## src/rtl/ip_tx_assembler_pkg.sv

```systemverilog
// Shared constants, state encoding and address/length types for the IPv4 transmit path.
package ip_pkg;

    localparam int unsigned IP_HDR_BYTES   = 20;
    localparam int unsigned IP_MAX_PAYLOAD = 1480;

    typedef logic [31:0] ipv4_addr_t;
    typedef logic [15:0] ip_len_t;

    typedef enum logic [1:0] {
        IDLE,
        FILL,
        HDR,
        PAY
    } tx_state_e;

    function automatic logic len_in_range(input ip_len_t len, input ip_len_t max_len);
        return (len != '0) && (len <= max_len);
    endfunction

endpackage

```

## src/rtl/ip_tx_assembler_hdr_buffer.sv

```systemverilog
// Small register file holding one encoded IPv4 header; written and read by byte index.
module hdr_buffer
    import ip_pkg::*;
#(
    parameter int unsigned DEPTH = IP_HDR_BYTES,
    parameter int unsigned IDX_W = $clog2(IP_HDR_BYTES + 1)
) (
    input  logic             clk,
    input  logic             rst_n,
    input  logic             wr_en,
    input  logic [IDX_W-1:0] wr_idx,
    input  logic [7:0]       wr_data,
    input  logic [IDX_W-1:0] rd_idx,
    output logic [7:0]       rd_data
);

    logic [7:0] mem_q [DEPTH];

    always_ff @(posedge clk or negedge rst_n) begin
        if (!rst_n) begin
            for (int unsigned i = 0; i < DEPTH; i++) begin
                mem_q[i] <= '0;
            end
        end else if (wr_en && (wr_idx < IDX_W'(DEPTH))) begin
            mem_q[wr_idx] <= wr_data;
        end
    end

    assign rd_data = (rd_idx < IDX_W'(DEPTH)) ? mem_q[rd_idx] : '0;

endmodule

```

## src/rtl/ip_tx_assembler.sv

```systemverilog
// Captures the encoder's header bytes for one send request, then streams header
// followed by the pass-through payload as a single valid/ready datagram.
module ip_tx_assembler
    import ip_pkg::*;
#(
    parameter int unsigned HDR_BYTES   = IP_HDR_BYTES,
    parameter int unsigned MAX_PAYLOAD = IP_MAX_PAYLOAD
) (
    input  logic        clk,
    input  logic        rst_n,
    input  logic        req_valid,
    output logic        req_ready,
    input  logic [31:0] req_sa,
    input  logic [31:0] req_da,
    input  logic [15:0] req_len,
    output logic        req_err,
    output logic        enc_en,
    output logic [31:0] enc_sa,
    output logic [31:0] enc_da,
    output logic [15:0] enc_len,
    input  logic [7:0]  enc_byte,
    input  logic        enc_ovalid,
    input  logic [7:0]  s_data,
    input  logic        s_valid,
    output logic        s_ready,
    output logic [7:0]  m_data,
    output logic        m_valid,
    output logic        m_last,
    input  logic        m_ready
);

    localparam int unsigned      CNT_W     = $clog2(HDR_BYTES + 1);
    localparam logic [CNT_W-1:0] FILL_LAST = CNT_W'(HDR_BYTES);
    localparam logic [CNT_W-1:0] HDR_LAST  = CNT_W'(HDR_BYTES - 1);
    localparam ip_len_t          MAX_LEN   = ip_len_t'(MAX_PAYLOAD);
    localparam ip_len_t          HDR_LEN   = ip_len_t'(HDR_BYTES);

    tx_state_e        state_q;
    logic [CNT_W-1:0] cnt_q;
    ip_len_t          len_q;
    ip_len_t          rem_q;
    logic             req_ready_q;
    logic             req_err_q;
    logic             enc_en_q;
    ipv4_addr_t       enc_sa_q;
    ipv4_addr_t       enc_da_q;
    ip_len_t          enc_len_q;

    logic             buf_wr_en;
    logic [7:0]       buf_rd_data;

    // Fill cycle 0 carries no header byte; cycles 1..N store byte (cnt-1).
    assign buf_wr_en = (state_q == FILL) && (cnt_q != '0);

    hdr_buffer #(
        .DEPTH(HDR_BYTES),
        .IDX_W(CNT_W)
    ) u_hdr_buffer (
        .clk    (clk),
        .rst_n  (rst_n),
        .wr_en  (buf_wr_en),
        .wr_idx (cnt_q - CNT_W'(1)),
        .wr_data(enc_byte),
        .rd_idx (cnt_q),
        .rd_data(buf_rd_data)
    );

    always_ff @(posedge clk or negedge rst_n) begin
        if (!rst_n) begin
            state_q     <= IDLE;
            cnt_q       <= '0;
            len_q       <= '0;
            rem_q       <= '0;
            req_ready_q <= 1'b0;
            req_err_q   <= 1'b0;
            enc_en_q    <= 1'b0;
            enc_sa_q    <= '0;
            enc_da_q    <= '0;
            enc_len_q   <= '0;
        end else begin
            req_err_q <= 1'b0;
            unique case (state_q)
                IDLE: begin
                    if (req_valid && req_ready_q) begin
                        if (len_in_range(req_len, MAX_LEN)) begin
                            enc_sa_q    <= req_sa;
                            enc_da_q    <= req_da;
                            enc_len_q   <= req_len + HDR_LEN;
                            len_q       <= req_len;
                            enc_en_q    <= 1'b1;
                            cnt_q       <= '0;
                            req_ready_q <= 1'b0;
                            state_q     <= FILL;
                        end else begin
                            req_err_q <= 1'b1;
                        end
                    end else begin
                        req_ready_q <= 1'b1;
                    end
                end
                FILL: begin
                    if (cnt_q == FILL_LAST) begin
                        enc_en_q <= 1'b0;
                        cnt_q    <= '0;
                        if (enc_ovalid) begin
                            state_q <= HDR;
                        end else begin
                            req_err_q   <= 1'b1;
                            req_ready_q <= 1'b1;
                            state_q     <= IDLE;
                        end
                    end else begin
                        cnt_q <= cnt_q + CNT_W'(1);
                    end
                end
                HDR: begin
                    if (m_ready) begin
                        if (cnt_q == HDR_LAST) begin
                            cnt_q   <= '0;
                            rem_q   <= len_q;
                            state_q <= PAY;
                        end else begin
                            cnt_q <= cnt_q + CNT_W'(1);
                        end
                    end
                end
                PAY: begin
                    if (s_valid && m_ready) begin
                        rem_q <= rem_q - ip_len_t'(1);
                        if (rem_q == ip_len_t'(1)) begin
                            req_ready_q <= 1'b1;
                            state_q     <= IDLE;
                        end
                    end
                end
                default: state_q <= IDLE;
            endcase
        end
    end

    // Payload is a zero-latency pass-through; only the header comes from the buffer.
    always_comb begin
        m_data  = '0;
        m_valid = 1'b0;
        m_last  = 1'b0;
        s_ready = 1'b0;
        unique case (state_q)
            HDR: begin
                m_valid = 1'b1;
                m_data  = buf_rd_data;
            end
            PAY: begin
                m_valid = s_valid;
                m_data  = s_data;
                s_ready = m_ready;
                m_last  = (rem_q == ip_len_t'(1));
            end
            default: ;
        endcase
    end

    assign req_ready = req_ready_q;
    assign req_err   = req_err_q;
    assign enc_en    = enc_en_q;
    assign enc_sa    = enc_sa_q;
    assign enc_da    = enc_da_q;
    assign enc_len   = enc_len_q;

endmodule

```

## config.mk

```make
export PLATFORM = sky130hd
export DESIGN_NAME = ip_tx_assembler
export DESIGN_NICKNAME = d
export VERILOG_FILES = /design/src/rtl/ip_tx_assembler_pkg.sv /design/src/rtl/ip_tx_assembler_hdr_buffer.sv /design/src/rtl/ip_tx_assembler.sv
export SDC_FILE = /design/constraint.sdc
export NUM_CORES = 1
export LEC_CHECK = 0
export ABC_AREA = 0
export ABC_CLOCK_PERIOD_IN_PS = 4890
export CAP_MARGIN = 20
export CORE_MARGIN = 8
export CORE_UTILIZATION = 47
export DETAILED_ROUTE_END_ITERATION = 8
export PLACE_DENSITY = 0.71
export RECOVER_POWER = 50
export SYNTH_ARGS = -nofsm -noshare
export SYNTH_HDL_FRONTEND = slang
export SYNTH_SLANG_ARGS = --single-unit
```

## constraint.sdc

```tcl
create_clock -name clk -period 4.89 [get_ports clk]
set_input_delay 0.978 -clock clk [delete_from_list [all_inputs] [get_ports clk]]
set_output_delay 0.978 -clock clk [all_outputs]
set_load 0.05 [all_outputs]
```

Word level (Yosys, flattened, before mapping):

Index checks and enable logic that the tools add are counted.

* flip-flop bits (word level): 282
* input bits: 102
* output and inout port bits: 94
* logic and storage cells: 122

* $add $sub $neg: 4
* $lt $le $gt $ge: 6
* equality and inequality tests: 15
* multiplexer cells: 46
* bitwise gates (word level): 2
* reduce and logical (&&, ||, !) cells: 19

Operators with widths (count)
* $bwmux 160: 1
* $mux 16: 3
* $bmux 8 s5: 1
* $demux 8 s5: 1
* $mux 8: 4
* $pmux 16 s2: 1
* $mux 5: 5
* $add 16x5->16 const B: 1
* $eq 16x1->1 const B: 1
* $le 16x11->1 const B: 1
* $mux 2: 8
* $pmux 8 s2: 1
* $reduce_bool 16->1: 1
* $sub 16x1->16 const B: 1
* $mux 1: 15
* $pmux 5 s3: 1
* $ne 2x2->1 const B: 7
* $ge 6x6->1 const B: 2
* $not 5->6: 2
* $reduce_and 4->1: 3
* $eq 5x5->1 const B: 2
* $lt 5x5->1 const B: 2
* $pmux 2 s4: 1
* $reduce_and 7->1: 1
* other kinds (16): 26

Logic depth before layout (Yosys ltp):

* depth after elaboration: 7
* gate-level depth with buffers: 12
* mapped depth without buffers: 7

Cells and area by module:

From an unflattened synthesis, not the netlist that was laid out.

* cells, all modules: 965
* area, all modules: 13077.5 sq um

By module, submodules not included
* hdr_buffer: times used 1, cells an instance 508, area an instance 7507.2 sq um, sequential area each 4003.8 sq um
* ip_tx_assembler: times used 1, cells an instance 457, area an instance 5570.3 sq um, sequential area each 3002.9 sq um

Worst setup path before layout:

OpenSTA, ideal clock, no wires.

* kind: register to output
* start point: register cnt_q[0]
* end point: output port m_data[0]
* arrival: 2.490 ns
* data required time: 3.912 ns
* slack: 1.422 ns
* stages on the path, launching flop included: 7
* path buffers: 2
* path through: dfrtp_1 > buf_2 > buf_2 > mux4_2 > mux4_2 > inv_1 > o21ai_0

* longest elaborated chain between the ends: 6
* elaborated cells between the ends (all ways): 7
* classes of those cells: 1 x order compare; 5 x mux; 1 x bitwise

RTL lines
* from (decl): line ip_tx_assembler.sv:39 `logic [CNT_W-1:0] cnt_q;`
* from (signal assigned): line ip_tx_assembler.sv:113 `cnt_q <= cnt_q + CNT_W'(1);`
* from (signal assigned): line ip_tx_assembler.sv:123 `cnt_q <= cnt_q + CNT_W'(1);`
* $not 5->6 (not written as such): line ip_tx_assembler_hdr_buffer.sv:29 `assign rd_data = (rd_idx < IDX_W'(DEPTH)) ? mem_q[rd_idx] : '0;`
* $bmux 8 s5: line ip_tx_assembler_hdr_buffer.sv:29
* $mux 8 (not written as such) (2 in series): line ip_tx_assembler_hdr_buffer.sv:29
* $mux 8 (*): line ip_tx_assembler_hdr_buffer.sv:29
* $pmux 8 s2 (*): line ip_tx_assembler.sv:147 `unique case (state_q)`
* to (decl): line ip_tx_assembler.sv:26 `output logic [7:0] m_data,`

Mark *: on every way between the ends. The rest lies on a longest branch, timed or not. The select of a mux whose other input is x is not followed.

Worst setup path after layout:

* start point: register cnt_q[0]
* end point: output port m_data[7]

The elaborated chain is that of the path after synthesis.

==> flow_metrics.env <==
export IMPL_slowest_stage="clkdlybuf4s50_1"
export IMPL_avgSynthCellArea_um2=14.1
export IMPL_tns_ns=0
export IMPL_rows=61
export IMPL_overflow=0
export IMPL_synth_seq_cells=280
export IMPL_post_cts_buffers=0
export IMPL_clk_latency_ns=0.56
export IMPL_die_x_um=184
export IMPL_leakage_nw=7.60
export IMPL_worst_slew_pin_slew_ns=2.76
export IMPL_hp_start="enc_da[7]"
export IMPL_finalSetupViolCount=0
export IMPL_vias_per_cell=5.54
export IMPL_cts_sinks=280
export IMPL_core_area_um2=27700
export IMPL_antenna_left=0
export IMPL_start_util=0.477
export IMPL_holdPathEnd="enc_da[7]"
export IMPL_cp_start_kind="flip-flop"
export IMPL_layout_commonest_cell="dfrtp_1"
export IMPL_ys_warnings_count=0
export IMPL_rr_worst_depth=8
export IMPL_hp_class="reg -> reg"
export IMPL_grt_max_degree=109
export IMPL_crit_chain="buf_12 -> mux4_2 -> mux4_2 -> inv_1 -> o21ai_0 -> clkdlybuf4s50_1"
export IMPL_dpl_hpwl_um=22400
export IMPL_worstPathArrival_ns=3.49
export IMPL_cts_max_path_buffers=3
export IMPL_drtIter0Drc=474
export IMPL_met3_wirelength_um=2320
export IMPL_cts_htree_levels=1
export IMPL_outcome="complete, but fails checks"
export IMPL_fin_crit_ns=4.47
export IMPL_cp_depth=6
export IMPL_async_flop_share=1.00
export IMPL_reg2reg_to="rem_q[9]"
export IMPL_maxSlewHeadroom=-0.842
export IMPL_wl_met2_um=15500
export IMPL_top_layer="met4"
export IMPL_routedWlPerCell_um=21.4
export IMPL_vias=8447
export IMPL_synth_main_ff_cell="dfrtp_1"
export IMPL_critPathCaptureType="output port"
export IMPL_crit_fanout=38
export IMPL_drv_slew=107
export IMPL_max_freq_mhz=224
export IMPL_netlist_instances=934
export IMPL_synth_edff_count=0
export IMPL_firstDrtPassIters=7
export IMPL_diodes=0
export IMPL_path_common_cell="mux4_2"
export IMPL_ys_types=60
export IMPL_final_nets=1243
export IMPL_io_buffer_count=195
export IMPL_chipHeight_um=184
export IMPL_drc=0
export IMPL_io_pins=196
export IMPL_routed_wl_um=32600
export IMPL_violations="max-capacitance violations, max-slew violations"
export IMPL_worst_ir_drop_vdd_mv=0.376
export IMPL_root_buffer="clkbuf_16"
export IMPL_wl_met1_um=14200
export IMPL_synth_fp_nets=1053
export IMPL_cts_hold_buf=0
export IMPL_r2r_start="cnt_q[1]"
export IMPL_ys_seq_area_frac=0.531
export IMPL_worstSetupPathType="reg -> out"
export IMPL_critPathMaxStageDelay_ns=0.73
export IMPL_layout_common_cells="dfrtp_1, mux2_2, clkdlybuf4s50_1, mux4_2, dlygate4sd3_1"
export IMPL_fin_skew_ns=0.0119
export IMPL_required_ns=3.91
export IMPL_design_area_um2=16700
export IMPL_min_path_cells=1
export IMPL_final_layout_size_suffix_gt1_frac=0.338
export IMPL_finalWeightedCongestion=0.809
export IMPL_path_buf_inv=3
export IMPL_rsz0062_at_grt="no"
export IMPL_numCtsBuffers=30
export IMPL_r2r_setup_slack_ns=1.29
export IMPL_cts_tree="built"
export IMPL_grt_pass1_vias=8740
export IMPL_area_growth_pct=26.3
export IMPL_fin_crit_sh=0.913
export IMPL_ctsResizeCount=0
export IMPL_dieArea_um2=33700
export IMPL_grt_usage=0.192
export IMPL_crit_family="buffers and inverters"
export IMPL_syn_area_um2=13200
export IMPL_hold_viol=0
export IMPL_p_per_area_nw_per_um2=464
export IMPL_drv_cap=1
export IMPL_grt_pass1_wl_um=51300
export IMPL_antenna_found_initial=0
export IMPL_placed_cell_area_um2=15600
export IMPL_clk_pin_slew_worst_paths_ns=0.06
-- worst register-to-register path, cell delays in order (launching register included) --
cell       delay (ns)
dfrtp_2          0.37
buf_12           0.28
ha_1             0.28
nand4bb_1        0.24
a211oi_4         0.29
clkbuf_1         0.98
nand2_1          0.66
o22ai_1          0.30
a21oi_1          0.07
-- registers in the layout (all words and copies together), names as in the netlist, named ones only --
signal              cells
u_hdr_buffer.mem_q    160
enc_da                 32
enc_sa                 32
len_q                  16
rem_q                  16
enc_len                14
cnt_q                   5
enc_en                  1
req_err                 1
req_ready               1
state_q                 1
-- cell usage after synthesis, types with 2 or more instances --
cell type,instances,area share
o21a_1,2,0.0011
mux2_1,8,0.0068
nor2_1,23,0.0065
clkbuf_1,32,0.0091
nor4b_1,3,0.0020
a21boi_0,2,0.0011
o221ai_1,2,0.0013
o22ai_1,14,0.0066
buf_6,8,0.0068
and2_1,2,0.00095
nor3b_1,3,0.0017
ha_1,17,0.016
buf_1,3,0.00085
mux4_2,48,0.082
or3_1,2,0.00095
o21ai_0,32,0.012
and3_1,5,0.0024
a21oi_1,32,0.012
and4b_1,2,0.0015
nand4_1,3,0.0014
nand2_1,21,0.0060
nor3_4,8,0.0099
nand4_2,3,0.0028
a211oi_1,2,0.0011
nor2b_1,20,0.0095
nor3_1,7,0.0027
nor3_2,12,0.0091
nand3_1,14,0.0053
buf_2,10,0.0038
o2bb2ai_1,2,0.0013
nor4_1,3,0.0014
mux2i_1,12,0.0091
dfrtp_1,280,0.53
xnor2_1,5,0.0033
nand2b_1,6,0.0028
buf_4,2,0.0011
o211ai_1,6,0.0034
o2111ai_1,3,0.0020
mux2_2,232,0.20
xor2_1,2,0.0013
inv_1,22,0.0063
-- how the worst max path moves through the flow --
stage | slack (ns) | startpoint | to
finish | 0.42 | cnt_q[0] | m_data[7]
global route | 0.25 | cnt_q[0] | m_data[0]
CTS | 0.36 | cnt_q[0] | m_data[7]
detailed placement | 0.96 | cnt_q[0] | m_data[2]
global placement | 0.97 | cnt_q[0] | m_data[0]
floorplan | 1.42 | cnt_q[0] | m_data[0]
-- cell families (layout without fill, tap and decap cells) --
logic type,Yosys count,after routing,share of synthesized area
muxes,300,300,0.296
DFF,280,280,0.531
and+or+nand+nor,146,146,0.0755
AOI/OAI and AO/OA,104,104,0.0487
buffers and inverters,80,293,0.0289
adders and majority gates,17,17,0.0161
xor gates and xnor gates,7,7,0.00464
-- layer usage --
metal / up-vias / global-route usage
met5: - / 0
met4: 0 / 0.0394
met3: 42 / 0.0403
met2: 266 / 0.321
met1: 4324 / 0.256
li1: 3815 / -
-- area by class of cell --
class,instances,area [um^2]
well taps,378,473
fillers,2171,11000
repair buffers,214,2150
clock buffers,40,878
flip-flops and latches,280,7010
multi-input cells,574,5840
clock inverters,15,241
inverters,24,90.1
-- power by group --
group,internal (mW),switching [mW]
Clock,1.57,0.927
Sequential,2.66,0.254
Combinational,0.940,1.39
Total,5.17,2.57
-- through the flow --
| stage | setup WS, ns | power (mW) | util | hold WS, ns | std cells |
|---|---|---|---|---|---|
| floorplan | 1.42 | 4.53 | - | 0.459 | 934 |
| global placement | 0.972 | 5.27 | 0.562 | 0.467 | 1470 |
| detailed placement | 0.957 | 5.33 | 0.562 | 0.475 | 1470 |
| CTS | 0.356 | 7.86 | 0.603 | 0.489 | 1525 |
| global route | 0.251 | 8.11 | 0.602 | 0.491 | 1525 |
| finish | 0.424 | 7.75 | 0.602 | 0.478 | 1525 |
No activity file was read; power rests on OpenSTA's default activity.
